File: src/rtl/alu_pkg.sv
// alu_pkg: shared ALU op codes, default datapath width and execute-stage
// state encoding. The op code enum is also consumed by the ALU decoder.
package alu_pkg;

  localparam int ALU_XLEN = 32;

  typedef enum logic [2:0] {
    ALU_ADD = 3'b000,
    ALU_SUB = 3'b001,
    ALU_AND = 3'b010,
    ALU_OR  = 3'b011,
    ALU_SLL = 3'b100,
    ALU_SLT = 3'b101,
    ALU_SRL = 3'b110,
    ALU_SRA = 3'b111
  } alu_ctrl_e;

  typedef enum logic {
    IDLE  = 1'b0,
    SHIFT = 1'b1
  } exec_state_e;

  function automatic logic isShiftOp(alu_ctrl_e op);
    return (op == ALU_SLL) || (op == ALU_SRL) || (op == ALU_SRA);
  endfunction

endpackage

File: src/rtl/alu_shift_iter.sv
// alu_shift_iter: shift engine for the execute stage.
// Default build: one bit per cycle. A start latches the operand, op and
// amount; each active cycle shifts by one and decrements the counter, and
// done pulses on the cycle whose edge produces the final value.
// With ALU_EXEC_FAST_SHIFT_EN defined: a combinational barrel shifter on the
// live inputs, done never asserts and no state is kept.
module alu_shift_iter
  import alu_pkg::*;
#(
  parameter int XLEN    = ALU_XLEN,
  parameter int SHAMT_W = $clog2(XLEN)
) (
  input  logic               clk,
  input  logic               rst_n,
  input  logic               i_start,
  input  logic               i_active,
  input  logic               i_hold,
  input  logic               i_abort,
  input  alu_ctrl_e          i_op,
  input  logic [XLEN-1:0]    i_value,
  input  logic [SHAMT_W-1:0] i_shamt,
  output logic               o_done,
  output logic [XLEN-1:0]    o_result
);

`ifdef ALU_EXEC_FAST_SHIFT_EN

  logic w_unused;

  assign w_unused = ^{clk, rst_n, i_start, i_active, i_hold, i_abort};
  assign o_done   = 1'b0;

  // Full shift in one step; SRA replicates the sign bit
  always_comb begin
    o_result = i_value;
    case (i_op)
      ALU_SLL: o_result = i_value << i_shamt;
      ALU_SRL: o_result = i_value >> i_shamt;
      ALU_SRA: o_result = XLEN'($signed(i_value) >>> i_shamt);
      default: o_result = i_value;
    endcase
  end

`else

  logic [XLEN-1:0]    r_value;
  logic [SHAMT_W-1:0] r_count;
  alu_ctrl_e          r_op;
  logic [XLEN-1:0]    w_next;
  logic               w_last;
  logic               w_step;

  function automatic logic [XLEN-1:0] shiftOnce(alu_ctrl_e op, logic [XLEN-1:0] v);
    case (op)
      ALU_SLL: return {v[XLEN-2:0], 1'b0};
      ALU_SRL: return {1'b0, v[XLEN-1:1]};
      ALU_SRA: return {v[XLEN-1], v[XLEN-1:1]};
      default: return v;
    endcase
  endfunction

  assign w_next   = shiftOnce(r_op, r_value);
  assign w_last   = (r_count == SHAMT_W'(1));
  // The last step is withheld while the output register cannot take a result
  assign w_step   = i_active & ~i_abort & ~(w_last & i_hold);
  assign o_done   = w_step & w_last;
  assign o_result = w_next;

  // Shift register and counter: load on start, one-bit step while active
  always_ff @(posedge clk or negedge rst_n) begin
    if (!rst_n) begin
      r_value <= '0;
      r_count <= '0;
      r_op    <= ALU_ADD;
    end else if (i_abort) begin
      r_count <= '0;
    end else if (i_start) begin
      r_value <= i_value;
      r_count <= i_shamt;
      r_op    <= i_op;
    end else if (w_step) begin
      r_value <= w_next;
      r_count <= r_count - SHAMT_W'(1);
    end
  end

`endif

endmodule

File: src/rtl/alu_exec_unit.sv
// alu_exec_unit: execute-stage ALU with registered result and zero flag,
// valid/ready on both sides so shifts can stall the pipeline.
// Optional macro ALU_EXEC_FAST_SHIFT_EN selects a single-cycle barrel
// shifter; otherwise shifts run one bit per cycle under the SHIFT state.
module alu_exec_unit
  import alu_pkg::*;
#(
  parameter int XLEN    = ALU_XLEN,
  parameter int SHAMT_W = $clog2(XLEN)
) (
  input  logic            clk,
  input  logic            rst_n,
  input  logic            in_valid,
  output logic            in_ready,
  input  logic [2:0]      alu_control,
  input  logic [XLEN-1:0] src_a,
  input  logic [XLEN-1:0] src_b,
  input  logic            flush,
  output logic            out_valid,
  input  logic            out_ready,
  output logic [XLEN-1:0] alu_result,
  output logic            zero,
  output logic            busy
);

  exec_state_e        r_state;
  exec_state_e        w_stateNext;
  logic               r_outValid;
  logic [XLEN-1:0]    r_result;
  logic               r_zero;

  alu_ctrl_e          w_op;
  logic [SHAMT_W-1:0] w_shamt;
  logic               w_outFree;
  logic               w_fireIn;
  logic               w_startShift;
  logic               w_loadSingle;
  logic               w_shiftDone;
  logic               w_load;
  logic               w_lt;
  logic [XLEN-1:0]    w_shiftResult;
  logic [XLEN-1:0]    w_singleResult;
  logic [XLEN-1:0]    w_loadValue;

  assign w_op      = alu_ctrl_e'(alu_control);
  assign w_shamt   = src_b[SHAMT_W-1:0];
  assign w_outFree = ~r_outValid | out_ready;
  // Flush blocks acceptance so a killed cycle cannot start new work
  assign in_ready  = (r_state == IDLE) & w_outFree & ~flush;
  assign w_fireIn  = in_valid & in_ready;
  assign w_lt      = $signed(src_a) < $signed(src_b);

`ifdef ALU_EXEC_FAST_SHIFT_EN
  assign w_startShift = 1'b0;
  assign busy         = 1'b0;
`else
  logic w_shamtZero;
  assign w_shamtZero  = (w_shamt == '0);
  assign w_startShift = w_fireIn & isShiftOp(w_op) & ~w_shamtZero;
  assign busy         = (r_state == SHIFT);
`endif

  assign w_loadSingle = w_fireIn & ~w_startShift;
  assign w_load       = w_loadSingle | w_shiftDone;
  assign w_loadValue  = w_shiftDone ? w_shiftResult : w_singleResult;

  alu_shift_iter #(
    .XLEN    (XLEN),
    .SHAMT_W (SHAMT_W)
  ) u_shift (
    .clk      (clk),
    .rst_n    (rst_n),
    .i_start  (w_startShift),
    .i_active (r_state == SHIFT),
    .i_hold   (~w_outFree),
    .i_abort  (flush),
    .i_op     (w_op),
    .i_value  (src_a),
    .i_shamt  (w_shamt),
    .o_done   (w_shiftDone),
    .o_result (w_shiftResult)
  );

  // Single-cycle result; a zero-amount shift simply passes operand A through
  always_comb begin
    w_singleResult = '0;
    case (w_op)
      ALU_ADD: w_singleResult = src_a + src_b;
      ALU_SUB: w_singleResult = src_a - src_b;
      ALU_AND: w_singleResult = src_a & src_b;
      ALU_OR:  w_singleResult = src_a | src_b;
      ALU_SLT: w_singleResult = {{(XLEN-1){1'b0}}, w_lt};
`ifdef ALU_EXEC_FAST_SHIFT_EN
      ALU_SLL, ALU_SRL, ALU_SRA: w_singleResult = w_shiftResult;
`else
      ALU_SLL, ALU_SRL, ALU_SRA: w_singleResult = src_a;
`endif
      default: w_singleResult = '0;
    endcase
  end

  // State register
  always_ff @(posedge clk or negedge rst_n) begin
    if (!rst_n) begin
      r_state <= IDLE;
    end else begin
      r_state <= w_stateNext;
    end
  end

  // Next state: enter SHIFT on a nonzero shift, leave on completion or flush
  always_comb begin
    w_stateNext = r_state;
    case (r_state)
      IDLE:    if (w_startShift) w_stateNext = SHIFT;
      SHIFT:   if (flush || w_shiftDone) w_stateNext = IDLE;
      default: w_stateNext = IDLE;
    endcase
  end

  // Output register: flush kills, a new result loads, otherwise drain on ready
  always_ff @(posedge clk or negedge rst_n) begin
    if (!rst_n) begin
      r_outValid <= 1'b0;
      r_result   <= '0;
      r_zero     <= 1'b0;
    end else if (flush) begin
      r_outValid <= 1'b0;
    end else if (w_load) begin
      r_outValid <= 1'b1;
      r_result   <= w_loadValue;
      r_zero     <= (w_loadValue == '0);
    end else if (out_ready) begin
      r_outValid <= 1'b0;
    end
  end

  assign out_valid  = r_outValid;
  assign alu_result = r_result;
  assign zero       = r_zero;

endmodule

File: config.mk
export PLATFORM = sky130hd
export DESIGN_NAME = alu_exec_unit
export DESIGN_NICKNAME = d
export VERILOG_FILES = /design/src/rtl/alu_pkg.sv /design/src/rtl/alu_shift_iter.sv /design/src/rtl/alu_exec_unit.sv
export SDC_FILE = /design/constraint.sdc
export NUM_CORES = 1
export LEC_CHECK = 0
export ABC_AREA = 1
export CAP_MARGIN = 20
export CORE_MARGIN = 8
export CORE_UTILIZATION = 65
export CTS_BUF_LIST = sky130_fd_sc_hd__clkbuf_4
export DETAILED_ROUTE_END_ITERATION = 7
export GPL_ROUTABILITY_DRIVEN = 0
export MAX_ROUTING_LAYER = met4
export PLACE_DENSITY = 0.89
export SYNTH_ARGS = -nofsm -noshare
export SYNTH_HDL_FRONTEND = slang
export SYNTH_SLANG_ARGS = --single-unit
File: constraint.sdc
create_clock -name clk -period 3.3 [get_ports clk]
set_input_delay 0.66 -clock clk [delete_from_list [all_inputs] [get_ports clk]]
set_output_delay 0.66 -clock clk [all_outputs]
set_load 0.01 [all_outputs]
==> impl_metrics.py, run 1 <==
metrics = {
    "floorplan": {
        "die_h_um": 145,
        "initial_core_util": 0.657,
        "boundaryPins": 108,
        "die_width_um": 145,
        "num_rows": 47,
    },
    "run_status": {
        "error": "[ERROR GRT-0232] Routing congestion too high. Check the congestion heatmap in the GUI.",
        "outcome": "aborted with a tool error",
        "haltStage": "5_1_grt",
    },
    "synthesis": {
        "synth_edf_count": 0,
        "yosysWarningCount": 0,
        "ys_ff_latch": 75,
        "netlist_instances": 1866,
        "synth_ff_type": "dfrtp_1",
        "yosysSeqAreaShare": 0.175,
        "async_reset_ff_frac": 1.00,
        "ys_types": 42,
        "syn_nets": 2038,
        "syn_avg_cell_area_um2": 5.75,
        "synth_area_um2": 10700,
    },
    "clocking": {
        "cts_buffers": 9,
        "ctsHtreeMaxLevel": 3,
        "cts_sinks": 75,
        "cts_root_buffer": "clkbuf_4",
        "cts_buffer_depth": 2,
    },
    "place": {
        "portBuffers": 107,
        "dpl.hpwl_um": 35400,
        "dp.cells": 2395,
        "preCtsSetupSlack_ns": -0.458,
    },
    "timing": {
        "worstEpCategory": "sequential cell input",
        "crit_endpoint": "zero$_DFFE_PN0P_/D",
    },
    "grt": {
        "track_usage": 0.752,
        "antenna_found_initial": 13,
        "grt_max_degree": 76,
        "overflow": 133,
    },
}
cells in the mapped netlist, types with 2 or more instances:
| master | number | area [um^2] |
|---|---|---|
| a21o_1 | 2 | 15.0 |
| a21oi_1 | 108 | 541 |
| a221oi_1 | 2 | 17.5 |
| a31oi_1 | 3 | 18.8 |
| and2_1 | 8 | 50.1 |
| and3_1 | 2 | 12.5 |
| buf_1 | 2 | 7.51 |
| buf_2 | 23 | 115 |
| buf_4 | 19 | 143 |
| buf_6 | 3 | 33.8 |
| clkbuf_1 | 26 | 97.6 |
| dfrtp_1 | 75 | 1880 |
| fa_1 | 2 | 40.0 |
| ha_1 | 98 | 1230 |
| inv_1 | 362 | 1360 |
| inv_2 | 9 | 33.8 |
| nand2_1 | 571 | 2140 |
| nand2_2 | 7 | 43.8 |
| nand3_1 | 116 | 581 |
| nand3_2 | 6 | 60.1 |
| nand4_1 | 37 | 231 |
| nor2_1 | 119 | 447 |
| nor2_2 | 18 | 113 |
| nor2_4 | 2 | 22.5 |
| nor3_1 | 8 | 40.0 |
| nor3_2 | 10 | 100 |
| o211ai_1 | 25 | 188 |
| o21ai_0 | 106 | 531 |
| o21ai_1 | 8 | 40.0 |
| o21bai_1 | 5 | 37.5 |
| o22ai_1 | 66 | 413 |
| xor2_1 | 8 | 70.1 |
routing by layer:
metal | track usage | GRT overflow
met1 | 0.735 | 7
met2 | 0.882 | 59
met3 | 0.621 | 9
met4 | 0.722 | 58
met5 | - | -
what timing repair did:
action | 4_1_cts
pin swaps | 1
hold buffers | 0
setup buffers | 1
resized for setup | 8
endpoints found under the setup margin | 1
kinds of logic after synthesis:
| logic type | count (synthesis) | synth area share |
|---|---|---|
| and+or+nand+nor | 907 | 0.360 |
| buffers and inverters | 445 | 0.167 |
| AOI/OAI and AO/OA | 330 | 0.173 |
| adders and majority gates | 100 | 0.118 |
| DFF | 75 | 0.175 |
| xor gates and xnor gates | 9 | 0.00734 |
through the flow:
step | utilization | TNS (ns) | hold slack, ns | cell area (um^2)
3_5_place_dp | 0.845 | -1.95 | 0.480 | 13800
3_3_place_gp | 0.845 | -0.758 | 0.462 | 13800
2_1_floorplan | - | 0 | 0.364 | 10700
4_1_cts | 0.858 | 0 | 0.367 | 14000
==> inputs of run 2 (changes only) <==
- CORE_UTILIZATION: 65 -> 40
- CTS_BUF_LIST: sky130_fd_sc_hd__clkbuf_4 -> not set
- MAX_ROUTING_LAYER: met4 -> not set
- PLACE_DENSITY: 0.89 -> not set
- PLACE_DENSITY_LB_ADDON: not set -> 0.15
==> run 2 against run 1 <==
The run now ends clean. Synthesized cell count is the same. Synthesized area is the same.
==> impl_metrics.py, run 2 <==
metrics = {
    "cells_and_area": {
        "antenna_cells": 0,
        "area_growth_pct": 43.9,
        "fin_util": 0.580,
        "final-seq-area_um2": 1880,
        "nFillCells": 2608,
        "final_common_cell": "nand2_1",
        "final_cell_mix": "nand2_1, inv_1, buf_4",
        "finalNetCount": 2417,
        "stdcell_count": 2591,
        "drive_gt1_frac": 0.239,
        "fin_area_um2": 15500,
        "multi_input_area_um2": 7770,
    },
    "synthesis": {
        "yosysSeqAreaShare": 0.175,
        "async_reset_ff_frac": 1.00,
        "yosys.area.top_type": "nand2_1",
        "ys_types": 42,
        "ys_ff_latch": 75,
        "yosysMostFrequentCell": "nand2_1",
        "yosysWarningCount": 0,
        "synth_ff_type": "dfrtp_1",
        "syn_nets": 2038,
        "synth_area_um2": 10700,
        "synth_top_cells_by_area": "nand2_1, dfrtp_1, inv_1, ha_1, nand3_1",
        "synth_common_cells": "nand2_1, inv_1, nor2_1",
        "synth_compound_area_frac": 0.173,
        "synth_edf_count": 0,
        "syn_avg_cell_area_um2": 5.75,
        "synth_fa_ha_area_frac": 0.118,
        "synthXorXnorAreaFrac": 0.00734,
        "synth_top_family_by_area": "simple AND/OR/NAND/NOR gates",
        "netlist_instances": 1866,
        "muxShareOfSynthArea": 0,
        "netlist.area_leader.share": 0.200,
        "yosys.area_share.simple": 0.360,
    },
    "timing": {
        "setup_tns_ns": 0,
        "finalHoldViolCount": 0,
        "period_share": 0.962,
        "setup_viol": 0,
        "skew_ns": 0.00666,
        "hold_slack_ns": 0.451,
        "relSlewSlack": 0.348,
        "tightest_slew_ns": 0.978,
        "period_needed_ns": 3.17,
        "setup_slack_ns": 0.127,
        "slew_viol_final": 0,
        "fmax_ghz": 0.315,
    },
    "floorplan": {
        "die_area_um2": 32300,
        "boundaryPins": 108,
        "core_um2": 26700,
        "num_rows": 60,
        "die_h_um": 180,
        "initial_core_util": 0.403,
        "die_width_um": 180,
    },
    "routing": {
        "wire_per_inst_um": 17.3,
        "drc_errors": 0,
        "via_count": 13700,
        "drt-total-wl_um": 44900,
        "viasPerCell": 5.27,
        "drtIter0Drc": 1446,
        "drtAntennaViolNets": 0,
        "first_pass_iters": 6,
    },
    "place": {
        "placed_cell_area_um2": 14300,
        "dpl.hpwl_um": 36200,
        "dp.cells": 2562,
        "preCtsSetupSlack_ns": -0.431,
        "portBuffers": 107,
    },
    "pwr": {
        "p_per_area_nw_per_um2": 373,
        "p_total_mw": 5.76,
        "peakVddDrop_v": 0.000246,
        "power.leakage_nw": 8.44,
    },
    "worst_setup_path": {
        "rr_worst_depth": 15,
        "worstPathArrival_ns": 3.45,
        "cp-startpoint": "src_b[19]",
        "endpoint_kind": "register",
        "path_max_fanout": 7,
        "setup.worst_path.end": "zero",
        "worstReg2RegStart": "u_shift.r_count[1]",
        "worstSetupPathType": "input pin to register",
        "crit_required_ns": 3.58,
        "timing.rr.end": "zero",
        "r2r_slack_ns": 0.76,
        "start_kind": "input pin",
    },
    "run_status": {
        "outcome": "finished clean",
    },
    "grt": {
        "grt_max_degree": 76,
        "grt_pass1_wl_um": 68300,
        "antenna_found_initial": 0,
        "grt_pass1_vias": 12900,
        "track_usage": 0.263,
        "overflow": 0,
    },
    "clocking": {
        "cts_buffer_depth": 2,
        "clkTransAtPathRegs_ns": 0.06,
        "ctsHtreeMaxLevel": 3,
        "cts_sinks": 75,
        "cts_hold_buf": 0,
        "cts_tree": "done",
        "clk_latency_ns": 0.33,
        "cts_buffers": 9,
        "cts_root_buffer": "clkbuf_16",
    },
    "hold_path": {
        "hold_class": "input pin to asynchronous set/reset pin",
    },
    "job": {
        "drv_cap": 0,
    },
}
[run 2: cell counts after synthesis]
Identical to the previous run, type by type.
[run 2: routing by layer]
metal | share of wire | vias up | track usage
met1 | 0.44 | 6296 | 0.361
met2 | 0.44 | 620 | 0.413
li1 | - | 6656 | -
met3 | 0.088 | 95 | 0.0341
met4 | 0.034 | 0 | 0.0980
met5 | 0 | - | 0
[run 2: logic make-up (layout without fill, tap and decap cells)]
| group | Yosys count | after routing |
|---|---|---|
| xor+xnor | 9 | 9 |
| flops | 75 | 75 |
| compound gates | 330 | 330 |
| fa+ha+maj | 100 | 100 |
| simple gates | 907 | 907 |
| buf+inv | 445 | 829 |
[run 2: worst min path at each step]
| stage | startpoint | endpoint | slack [ns] | cells past startpoint |
|---|---|---|---|---|
| after detailed placement | alu_result[20] | alu_result[20] | 0.47 | 2 |
| after floorplan | rst_n | alu_result[0] | 0.36 | 0 |
| after global routing | alu_result[25] | alu_result[25] | 0.50 | 2 |
| after global placement | alu_result[4] | alu_result[4] | 0.46 | 2 |
| final | rst_n | out_valid | 0.45 | 1 |
| after CTS | alu_result[20] | alu_result[20] | 0.49 | 2 |
[run 2: area by class of cell]
type | count | share of cell area
clock buffer | 11 | 0.0151
clock inverter | 5 | 0.00502
inverter | 372 | 0.0904
multi-input combinational | 1346 | 0.503
sequential | 75 | 0.121
tap | 341 | 0.0276
timing repair buffer | 441 | 0.237
[run 2: where the power goes]
part           leakage, nW  total, mW  internal (mW)  switching, mW
Clock                0.150       1.04          0.660          0.381
Sequential           0.951       1.38           1.22          0.168
Combinational         7.34       3.34           1.43           1.91
Total                 8.44       5.76           3.30           2.46
[run 2: repair_timing]
action | CTS | global route
setup buffers | 1 | 12
resized for setup | 9 | 182
pin swaps | 3 | 41
setup endpoints to repair | 1 | 9
[run 2: critical path, stage by stage]
cell and delay [ns]:
clkdlybuf4s50_1 0.51, inv_1 0.10, ha_4 0.30, buf_4 0.16, o21ai_4 0.17, buf_4 0.14, nand2_1 0.04, nand2_1 0.08
inv_1 0.04, nand2_1 0.09, inv_1 0.07, nand3_1 0.09, nand2_1 0.05, nand3_1 0.07, nand4_1 0.21, nand2_1 0.16
nand2_1 0.08, nor2_1 0.11, nand2_1 0.08, nor2_2 0.10, nand3_1 0.08, nand2_1 0.06
Power figures use the tool's default switching activity.
